<file path="src/rtl/input_conditioner_if.sv">
// Signal bundle between the raw board inputs and the CPU-side consumer of the input conditioner.
// Handshake: snap_valid holds a snapshot until a 1-cycle ack; ack with snap_valid low is ignored.
interface input_conditioner_if #(
  parameter int SW_W  = 8,
  parameter int IDX_W = 3
);
  logic [SW_W-1:0]  sw_raw;
  logic [IDX_W-1:0] idx_raw;
  logic             btn_raw;
  logic             ack;
  logic [SW_W-1:0]  sw_stable;
  logic [IDX_W-1:0] idx_stable;
  logic             btn_level;
  logic             btn_press;
  logic             snap_valid;
  logic [SW_W-1:0]  snap_data;
  logic [IDX_W-1:0] snap_idx;
  logic             overrun;
  logic             snap_state;

  modport slave (
    input  sw_raw, idx_raw, btn_raw, ack,
    output sw_stable, idx_stable, btn_level, btn_press,
           snap_valid, snap_data, snap_idx, overrun, snap_state
  );

  modport master (
    output sw_raw, idx_raw, btn_raw, ack,
    input  sw_stable, idx_stable, btn_level, btn_press,
           snap_valid, snap_data, snap_idx, overrun, snap_state
  );
endinterface

</file>
<file path="src/rtl/input_conditioner.sv">
// Synchronises and debounces switches, selector and confirm button, and holds one
// {switch, selector} snapshot per confirm press until the CPU acknowledges it.
module input_conditioner #(
  parameter int SW_W   = 8,
  parameter int IDX_W  = 3,
  parameter int DB_CNT = 200000,
  parameter int CNT_W  = 18
) (
  input logic                clock,
  input logic                reset,
  input_conditioner_if.slave bus
);

  localparam logic [CNT_W-1:0] CNT_LAST = CNT_W'(DB_CNT - 1);
  localparam logic [CNT_W-1:0] CNT_ONE  = CNT_W'(1);

  typedef enum logic {SNAP_EMPTY = 1'b0, SNAP_HELD = 1'b1} snap_state_e;

  logic [SW_W-1:0]  sw_s1_q, sw_s1_d, sw_s2_q, sw_s2_d;
  logic [SW_W-1:0]  sw_cand_q, sw_cand_d, sw_stable_q, sw_stable_d;
  logic [CNT_W-1:0] sw_cnt_q, sw_cnt_d;
  logic [IDX_W-1:0] idx_s1_q, idx_s1_d, idx_s2_q, idx_s2_d;
  logic [IDX_W-1:0] idx_cand_q, idx_cand_d, idx_stable_q, idx_stable_d;
  logic [CNT_W-1:0] idx_cnt_q, idx_cnt_d;
  logic             btn_s1_q, btn_s1_d, btn_s2_q, btn_s2_d;
  logic             btn_cand_q, btn_cand_d, btn_stable_q, btn_stable_d;
  logic [CNT_W-1:0] btn_cnt_q, btn_cnt_d;
  logic             btn_prev_q, btn_prev_d, btn_press_q, btn_press_d;
  snap_state_e      snap_state_q, snap_state_d;
  logic [SW_W-1:0]  snap_data_q, snap_data_d;
  logic [IDX_W-1:0] snap_idx_q, snap_idx_d;
  logic             overrun_q, overrun_d;
  logic             rise;

  // Debounce: a candidate must stay unchanged for DB_CNT counted edges before it is promoted.
  always_comb begin
    sw_s1_d  = bus.sw_raw;
    sw_s2_d  = sw_s1_q;
    idx_s1_d = bus.idx_raw;
    idx_s2_d = idx_s1_q;
    btn_s1_d = bus.btn_raw;
    btn_s2_d = btn_s1_q;

    sw_cand_d   = sw_cand_q;
    sw_stable_d = sw_stable_q;
    sw_cnt_d    = '0;
    if (sw_s2_q != sw_cand_q) begin
      sw_cand_d = sw_s2_q;
    end else if (sw_cand_q != sw_stable_q) begin
      if (sw_cnt_q == CNT_LAST) sw_stable_d = sw_cand_q;
      else                      sw_cnt_d    = sw_cnt_q + CNT_ONE;
    end

    idx_cand_d   = idx_cand_q;
    idx_stable_d = idx_stable_q;
    idx_cnt_d    = '0;
    if (idx_s2_q != idx_cand_q) begin
      idx_cand_d = idx_s2_q;
    end else if (idx_cand_q != idx_stable_q) begin
      if (idx_cnt_q == CNT_LAST) idx_stable_d = idx_cand_q;
      else                       idx_cnt_d    = idx_cnt_q + CNT_ONE;
    end

    btn_cand_d   = btn_cand_q;
    btn_stable_d = btn_stable_q;
    btn_cnt_d    = '0;
    if (btn_s2_q != btn_cand_q) begin
      btn_cand_d = btn_s2_q;
    end else if (btn_cand_q != btn_stable_q) begin
      if (btn_cnt_q == CNT_LAST) btn_stable_d = btn_cand_q;
      else                       btn_cnt_d    = btn_cnt_q + CNT_ONE;
    end
  end

  // Snapshot holder; the capture happens on the same edge that raises btn_press.
  always_comb begin
    rise         = btn_stable_q & ~btn_prev_q;
    btn_prev_d   = btn_stable_q;
    btn_press_d  = rise;
    snap_state_d = snap_state_q;
    snap_data_d  = snap_data_q;
    snap_idx_d   = snap_idx_q;
    overrun_d    = overrun_q;
    case (snap_state_q)
      SNAP_EMPTY: begin
        if (rise) begin
          snap_data_d  = sw_stable_q;
          snap_idx_d   = idx_stable_q;
          snap_state_d = SNAP_HELD;
        end
      end
      SNAP_HELD: begin
        if (rise) begin
          if (bus.ack) begin
            snap_data_d = sw_stable_q;
            snap_idx_d  = idx_stable_q;
          end else begin
            overrun_d = 1'b1;
          end
        end else if (bus.ack) begin
          snap_state_d = SNAP_EMPTY;
          overrun_d    = 1'b0;
        end
      end
      default: snap_state_d = SNAP_EMPTY;
    endcase
  end

  always_ff @(posedge clock or posedge reset) begin
    if (reset) begin
      sw_s1_q      <= '0;
      sw_s2_q      <= '0;
      sw_cand_q    <= '0;
      sw_stable_q  <= '0;
      sw_cnt_q     <= '0;
      idx_s1_q     <= '0;
      idx_s2_q     <= '0;
      idx_cand_q   <= '0;
      idx_stable_q <= '0;
      idx_cnt_q    <= '0;
      btn_s1_q     <= 1'b0;
      btn_s2_q     <= 1'b0;
      btn_cand_q   <= 1'b0;
      btn_stable_q <= 1'b0;
      btn_cnt_q    <= '0;
      btn_prev_q   <= 1'b0;
      btn_press_q  <= 1'b0;
      snap_state_q <= SNAP_EMPTY;
      snap_data_q  <= '0;
      snap_idx_q   <= '0;
      overrun_q    <= 1'b0;
    end else begin
      sw_s1_q      <= sw_s1_d;
      sw_s2_q      <= sw_s2_d;
      sw_cand_q    <= sw_cand_d;
      sw_stable_q  <= sw_stable_d;
      sw_cnt_q     <= sw_cnt_d;
      idx_s1_q     <= idx_s1_d;
      idx_s2_q     <= idx_s2_d;
      idx_cand_q   <= idx_cand_d;
      idx_stable_q <= idx_stable_d;
      idx_cnt_q    <= idx_cnt_d;
      btn_s1_q     <= btn_s1_d;
      btn_s2_q     <= btn_s2_d;
      btn_cand_q   <= btn_cand_d;
      btn_stable_q <= btn_stable_d;
      btn_cnt_q    <= btn_cnt_d;
      btn_prev_q   <= btn_prev_d;
      btn_press_q  <= btn_press_d;
      snap_state_q <= snap_state_d;
      snap_data_q  <= snap_data_d;
      snap_idx_q   <= snap_idx_d;
      overrun_q    <= overrun_d;
    end
  end

  assign bus.sw_stable  = sw_stable_q;
  assign bus.idx_stable = idx_stable_q;
  assign bus.btn_level  = btn_stable_q;
  assign bus.btn_press  = btn_press_q;
  assign bus.snap_valid = (snap_state_q == SNAP_HELD);
  assign bus.snap_data  = snap_data_q;
  assign bus.snap_idx   = snap_idx_q;
  assign bus.overrun    = overrun_q;
  assign bus.snap_state = snap_state_q;

endmodule

</file>
<file path="src/flat_wrapper.sv">
// flat-port wrapper written by rule: the top's interface ports become plain ports
module input_conditioner_flat 
#(
  parameter int SW_W   = 8,
  parameter int IDX_W  = 3,
  parameter int DB_CNT = 200000,
  parameter int CNT_W  = 18
)
  (clock, reset, bus_sw_raw, bus_idx_raw, bus_btn_raw, bus_ack, bus_sw_stable, bus_idx_stable, bus_btn_level, bus_btn_press, bus_snap_valid, bus_snap_data, bus_snap_idx, bus_overrun, bus_snap_state);
  input_conditioner_if #(.SW_W(SW_W), .IDX_W(IDX_W)) bus_i ();
  input logic clock;
  input logic reset;
  input wire logic [$bits(bus_i.sw_raw)-1:0] bus_sw_raw;
  input wire logic [$bits(bus_i.idx_raw)-1:0] bus_idx_raw;
  input wire logic [$bits(bus_i.btn_raw)-1:0] bus_btn_raw;
  input wire logic [$bits(bus_i.ack)-1:0] bus_ack;
  output wire logic [$bits(bus_i.sw_stable)-1:0] bus_sw_stable;
  output wire logic [$bits(bus_i.idx_stable)-1:0] bus_idx_stable;
  output wire logic [$bits(bus_i.btn_level)-1:0] bus_btn_level;
  output wire logic [$bits(bus_i.btn_press)-1:0] bus_btn_press;
  output wire logic [$bits(bus_i.snap_valid)-1:0] bus_snap_valid;
  output wire logic [$bits(bus_i.snap_data)-1:0] bus_snap_data;
  output wire logic [$bits(bus_i.snap_idx)-1:0] bus_snap_idx;
  output wire logic [$bits(bus_i.overrun)-1:0] bus_overrun;
  output wire logic [$bits(bus_i.snap_state)-1:0] bus_snap_state;
  assign bus_i.sw_raw = bus_sw_raw;
  assign bus_i.idx_raw = bus_idx_raw;
  assign bus_i.btn_raw = bus_btn_raw;
  assign bus_i.ack = bus_ack;
  assign bus_sw_stable = bus_i.sw_stable;
  assign bus_idx_stable = bus_i.idx_stable;
  assign bus_btn_level = bus_i.btn_level;
  assign bus_btn_press = bus_i.btn_press;
  assign bus_snap_valid = bus_i.snap_valid;
  assign bus_snap_data = bus_i.snap_data;
  assign bus_snap_idx = bus_i.snap_idx;
  assign bus_overrun = bus_i.overrun;
  assign bus_snap_state = bus_i.snap_state;
  input_conditioner #(.SW_W(SW_W), .IDX_W(IDX_W), .DB_CNT(DB_CNT), .CNT_W(CNT_W)) u_core (.clock(clock), .reset(reset), .bus(bus_i));
endmodule
</file>
<file path="config.mk">
export PLATFORM = sky130hd
export DESIGN_NAME = input_conditioner_flat
export DESIGN_NICKNAME = d
export VERILOG_FILES = /design/src/rtl/input_conditioner_if.sv /design/src/rtl/input_conditioner.sv /design/src/flat_wrapper.sv
export SDC_FILE = /design/constraint.sdc
export NUM_CORES = 1
export LEC_CHECK = 0
export CORE_MARGIN = 4
export CORE_UTILIZATION = 40
export DETAILED_ROUTE_END_ITERATION = 8
export DONT_BUFFER_PORTS = 1
export GPL_TIMING_DRIVEN = 0
export REMOVE_ABC_BUFFERS = 1
export SYNTH_ARGS = -nofsm -noshare
export SYNTH_HDL_FRONTEND = slang
export SYNTH_SLANG_ARGS = --single-unit
</file>
<file path="constraint.sdc">
create_clock -name clock -period 5.1 [get_ports clock]
set_clock_uncertainty 0.2 [all_clocks]
set_input_delay 0.765 -clock clock [delete_from_list [all_inputs] [get_ports clock]]
set_output_delay 0.765 -clock clock [all_outputs]
set_load 0.02 [all_outputs]
</file>
== After elaboration in Yosys (flattened, before gate mapping) ==
Index checks and enable logic that the tools add are counted.
Word-level totals
  memories kept: 0
  word-level logic and storage cells: 73
  memory bits (read-only): 0
  memory bits (writable): 0
  register bits: 117
  bits in latches: 0
Operators by class
  reductions and logical operators: 6
  multiplexer cells: 24
  shifts and indexed selects: 0
  multiply operators: 0
  order comparisons: 0
  equality and inequality tests: 13
  add/subtract/negate cells: 3
  div/mod/pow operators: 0
  bitwise logic cells: 6
Operators with widths (number)
  $mux 18: 9
  $add 18x1->18 const B: 3
  $eq 18x18->1 const B: 3
  $mux 8: 3
  $ne 8x8->1: 2
  $pmux 8 s2: 1
  $reduce_and 3->1: 5
  $mux 3: 3
  $mux 1: 6
  $ne 3x3->1: 2
  $pmux 3 s2: 1
  $not 1->1: 5
  $ne 2x1->1 const B: 2
  $ne 2x2->1 const B: 2
  $ne 1x1->1: 2
  $pmux 1 s2: 1
  $reduce_bool 2->1: 1
  $and 1x1->1: 1

== Longest topological paths before layout ==
  depth after elaboration: 4
  depth in mapped cells: 8

== Least setup slack after synthesis ==
No wires, ideal clock.
  kind: flip-flop to flip-flop
  start point: register u_core.btn_cnt_q[0]
  end point: register u_core.btn_cnt_q[10]
  clock period less this slack: 1.948 ns
  arrival: 1.676 ns
  library setup time: 0.071 ns
  path slack: 3.152 ns
  path buffers: 2
  cell stages (with the launch flop): 9
  cells stage by stage: dfrtp_1 ha_1 and3_1 nand3_1 nor3_1 or2_2 buf_2 buf_4 nor2_1
Between the ends
  cells in the longest elaborated chain, start to end: 4
Ends and longest elaborated chain
  start, declared: RTL line input_conditioner.sv:27  | logic [CNT_W-1:0] btn_cnt_q, btn_cnt_d;
  start signal, assigned: RTL line input_conditioner.sv:147  | btn_cnt_q <= btn_cnt_d;
  $add 18x1->18 / $eq 18x18->1 (equally long branches): RTL line input_conditioner.sv:71, input_conditioner.sv:70
  $mux 18 (*): RTL line input_conditioner.sv:70  | if (btn_cnt_q == CNT_LAST) btn_stable_d = btn_cand_q;
  $mux 18 (*): RTL line input_conditioner.sv:69  | end else if (btn_cand_q != btn_stable_q) begin
  $mux 18 (*): RTL line input_conditioner.sv:67  | if (btn_s2_q != btn_cand_q) begin
  net u_core.btn_cnt_d[10]: RTL line input_conditioner.sv:27
The timed path passes the listed nets; every way through them passes the cells marked *.
A chain may end at the register's enable or synchronous reset.

== Worst setup path in the final report ==
  start point: register u_core.idx_cnt_q[0]
  end point: register u_core.idx_cnt_q[9]
Between the ends
  cells in the longest elaborated chain, start to end: 4
Ends and longest elaborated chain
  start, declared: RTL line input_conditioner.sv:24  | logic [CNT_W-1:0] idx_cnt_q, idx_cnt_d;
  start signal, assigned: RTL line input_conditioner.sv:142  | idx_cnt_q <= idx_cnt_d;
  $add 18x1->18 / $eq 18x18->1 (equally long branches): RTL line input_conditioner.sv:61, input_conditioner.sv:60
  $mux 18 (*): RTL line input_conditioner.sv:60  | if (idx_cnt_q == CNT_LAST) idx_stable_d = idx_cand_q;
  $mux 18 (*): RTL line input_conditioner.sv:59  | end else if (idx_cand_q != idx_stable_q) begin
  $mux 18 (*): RTL line input_conditioner.sv:57  | if (idx_s2_q != idx_cand_q) begin
  net u_core.idx_cnt_d[9]: RTL line input_conditioner.sv:24
Marked as above.

==> metrics.yaml <==
power.total_mw: 2.18
clk_path_buf_depth: 2
via_per_inst: 4.91
hold_start: "u_core.idx_s1_q[1]"
status: "finished clean"
synth_seq_cells: 117
synth.distinct_cells: 33
post-cts-setup-buffers: 0
cts.clk_slew.worst_paths_ps: 60
final_area_um2: 5520
grt_pass1_vias: 2803
dieArea_um2: 13800
layout.nets: 427
cap_violations: 0
drive_above_1_share_pct: 14.5
cts_made_buffers: 17
vdd_drop_max_v: 0.000272
syn_area_um2: 4800
async_flop_share_pct: 100
finalHoldViolations: 0
critical_path.slowest_cell: "nand2b_1"
crit_chain: "ha_1 -> nand4_1 -> or2_1 -> nor3_1 -> nand2b_1 -> nor2_1"
dp_cells: 531
grt_usage_pct: 12.8
synth_edf_count: 0
ctsHoldBuffers: 1
leakage_nw: 2.41
slowest_delay_ps: 570
syn_avg_cell_area_um2: 11.8
ioPinCount: 42
via_count: 2771
dr.pass1.iters: 4
wl_per_cell_um: 14.4
hold_slack_ps: 147
place_area_um2: 4920
gp_congestion: 0.746
tightestPinTransition_ps: 835
r2r_cells: 6
ys_top_cells_by_area: "dfrtp_1 61%, xor2_1 7.1%, xnor2_1 5.7%"
endpoint: "u_core.idx_cnt_q[9]"
place_worst_setup_slack_ps: 2720
diodes: 0
drv_slew: 0
synth_most_common_cell: "dfrtp_1"
cp.arrival_ps: 2420
drt_iter0_drc: 122
syn_to_final_growth_pct: 15.1
fin_crit_sh_pct: 46.2
cts_tree: "built"
regToRegEndpoint: "u_core.idx_cnt_q[9]"
tns_ps: 0
cp.required_ps: 5160
core_um2: 11600
cp-start-kind: "flip-flop"
synth.largest_area_cell: "dfrtp_1"
p_per_area_nw_per_um2: 396
fmax_mhz: 425
post_cts_resized: 0
fin_crit_ps: 2350
setup_viol: 0
crit_path_max_fanout: 18
utilization_pct: 47.7
synth_top_area_share_pct: 61.0
reg2reg_slack_ps: 2750
clk_latency_ps: 420
start_util_pct: 41.5
cts_root_buffer: "clkbuf_16"
final_antenna_net_count: 0
post-route-worst-setup-slack_ps: 2750
dp_hpwl_mm: 5.32
die_w_um: 118
synthTopCellsByCount: "117 x dfrtp_1, 65 x nor2_1, 39 x xor2_1"
cts.htree.levels: 4
crit_type: "flip-flop to flip-flop"
wl_mm: 8.14
io_buffers: 0
fin_cells: 564
clock-sinks: 117
antenna_found_initial: 0
endpoint_kind: "flip-flop"
rows: 39
rsz0062_at_grt: "no"
grt_overflow: 0
ys_warn_count: 0
r2r_start: "u_core.idx_cnt_q[0]"
grt_max_degree: 99
crit_path_start: "u_core.idx_cnt_q[0]"
timing.slew.headroom_pct: 43.8
drcViolationCount: 0
synthCells: 406
die_height_um: 118
synth_flop_cell: "dfrtp_1"
min_path_type: "flip-flop to flip-flop"
grt_pass1_wl_mm: 14.1
yosysSeqAreaShare_pct: 61.0
==> cell type report <==
class,instances,area (µm²)
well taps,143,179
multi-input cells,259,1740
clock buffers,17,425
repair buffers,2,37.5
fillers,1015,6040
clock inverters,15,169
flip-flops and latches,117,2930
inverters,11,46.3
==> layer usage <==
layer	vias up	track usage [%]	wire [µm]
met5	-	0	0
met4	0	6.37	159
met3	18	4.32	302
met2	37	19.1	3870
met1	1351	16.7	3800
li1	1365	-	-
==> cells in the final DEF, fill, tap and decap left out, drive strengths merged, types with 6 or more instances in the layout <==
master and count:
nor4 7, clkinv 6, nand3 21, mux2 22, nor2 65, nand4 14
nand2 17, xor2 39, clkbuf 17, nor3 8, dfrtp 117, inv 17
xnor2 31
==> worst max-delay path: cells and delay by family (launching register included) <==
kind	cells	cell delay (ps)
adder cells (fa/ha/maj)	1	230
AND/OR/NAND/NOR	5	1370
flip-flops	1	390
==> worst min-delay path by stage <==
stage / cells past startpoint / slack, ps / end
2_1_floorplan: 0 / 130 / u_core.btn_s2_q
3_3_place_gp: 0 / 130 / u_core.sw_s2_q[0]
3_5_place_dp: 0 / 130 / u_core.idx_s2_q[1]
4_1_cts: 0 / 150 / u_core.idx_s2_q[1]
5_1_grt: 0 / 150 / u_core.sw_s2_q[7]
6_report: 0 / 150 / u_core.idx_s2_q[1]
==> report_power, final <==
group / internal [mW] / switching (mW)
Sequential: 0.945 / 0.0121
Combinational: 0.0128 / 0.0298
Clock: 0.730 / 0.455
Total: 1.69 / 0.497
==> logic make-up after synthesis <==
group,Yosys count,synth area share [%]
mux,23,5.37
buf+inv,30,2.79
simple gates,155,16.0
fa+ha+maj,4,1.04
flops,117,61.0
compound gates,7,1.04
xor+xnor,70,12.8
==> sequential cells by signal, indices dropped and copies added, names as in the netlist, 3 cells and up <==
name / flops
u_core.idx_s1_q: 3
u_core.sw_s2_q: 8
u_core.bus.sw_stable: 8
u_core.sw_cnt_q: 18
u_core.idx_cnt_q: 18
u_core.bus.idx_stable: 3
u_core.bus.snap_data: 8
u_core.bus.snap_idx: 3
u_core.idx_s2_q: 3
u_core.idx_cand_q: 3
u_core.sw_cand_q: 8
u_core.sw_s1_q: 8
u_core.btn_cnt_q: 18
Note: power is estimated with default switching activity, not from simulation.
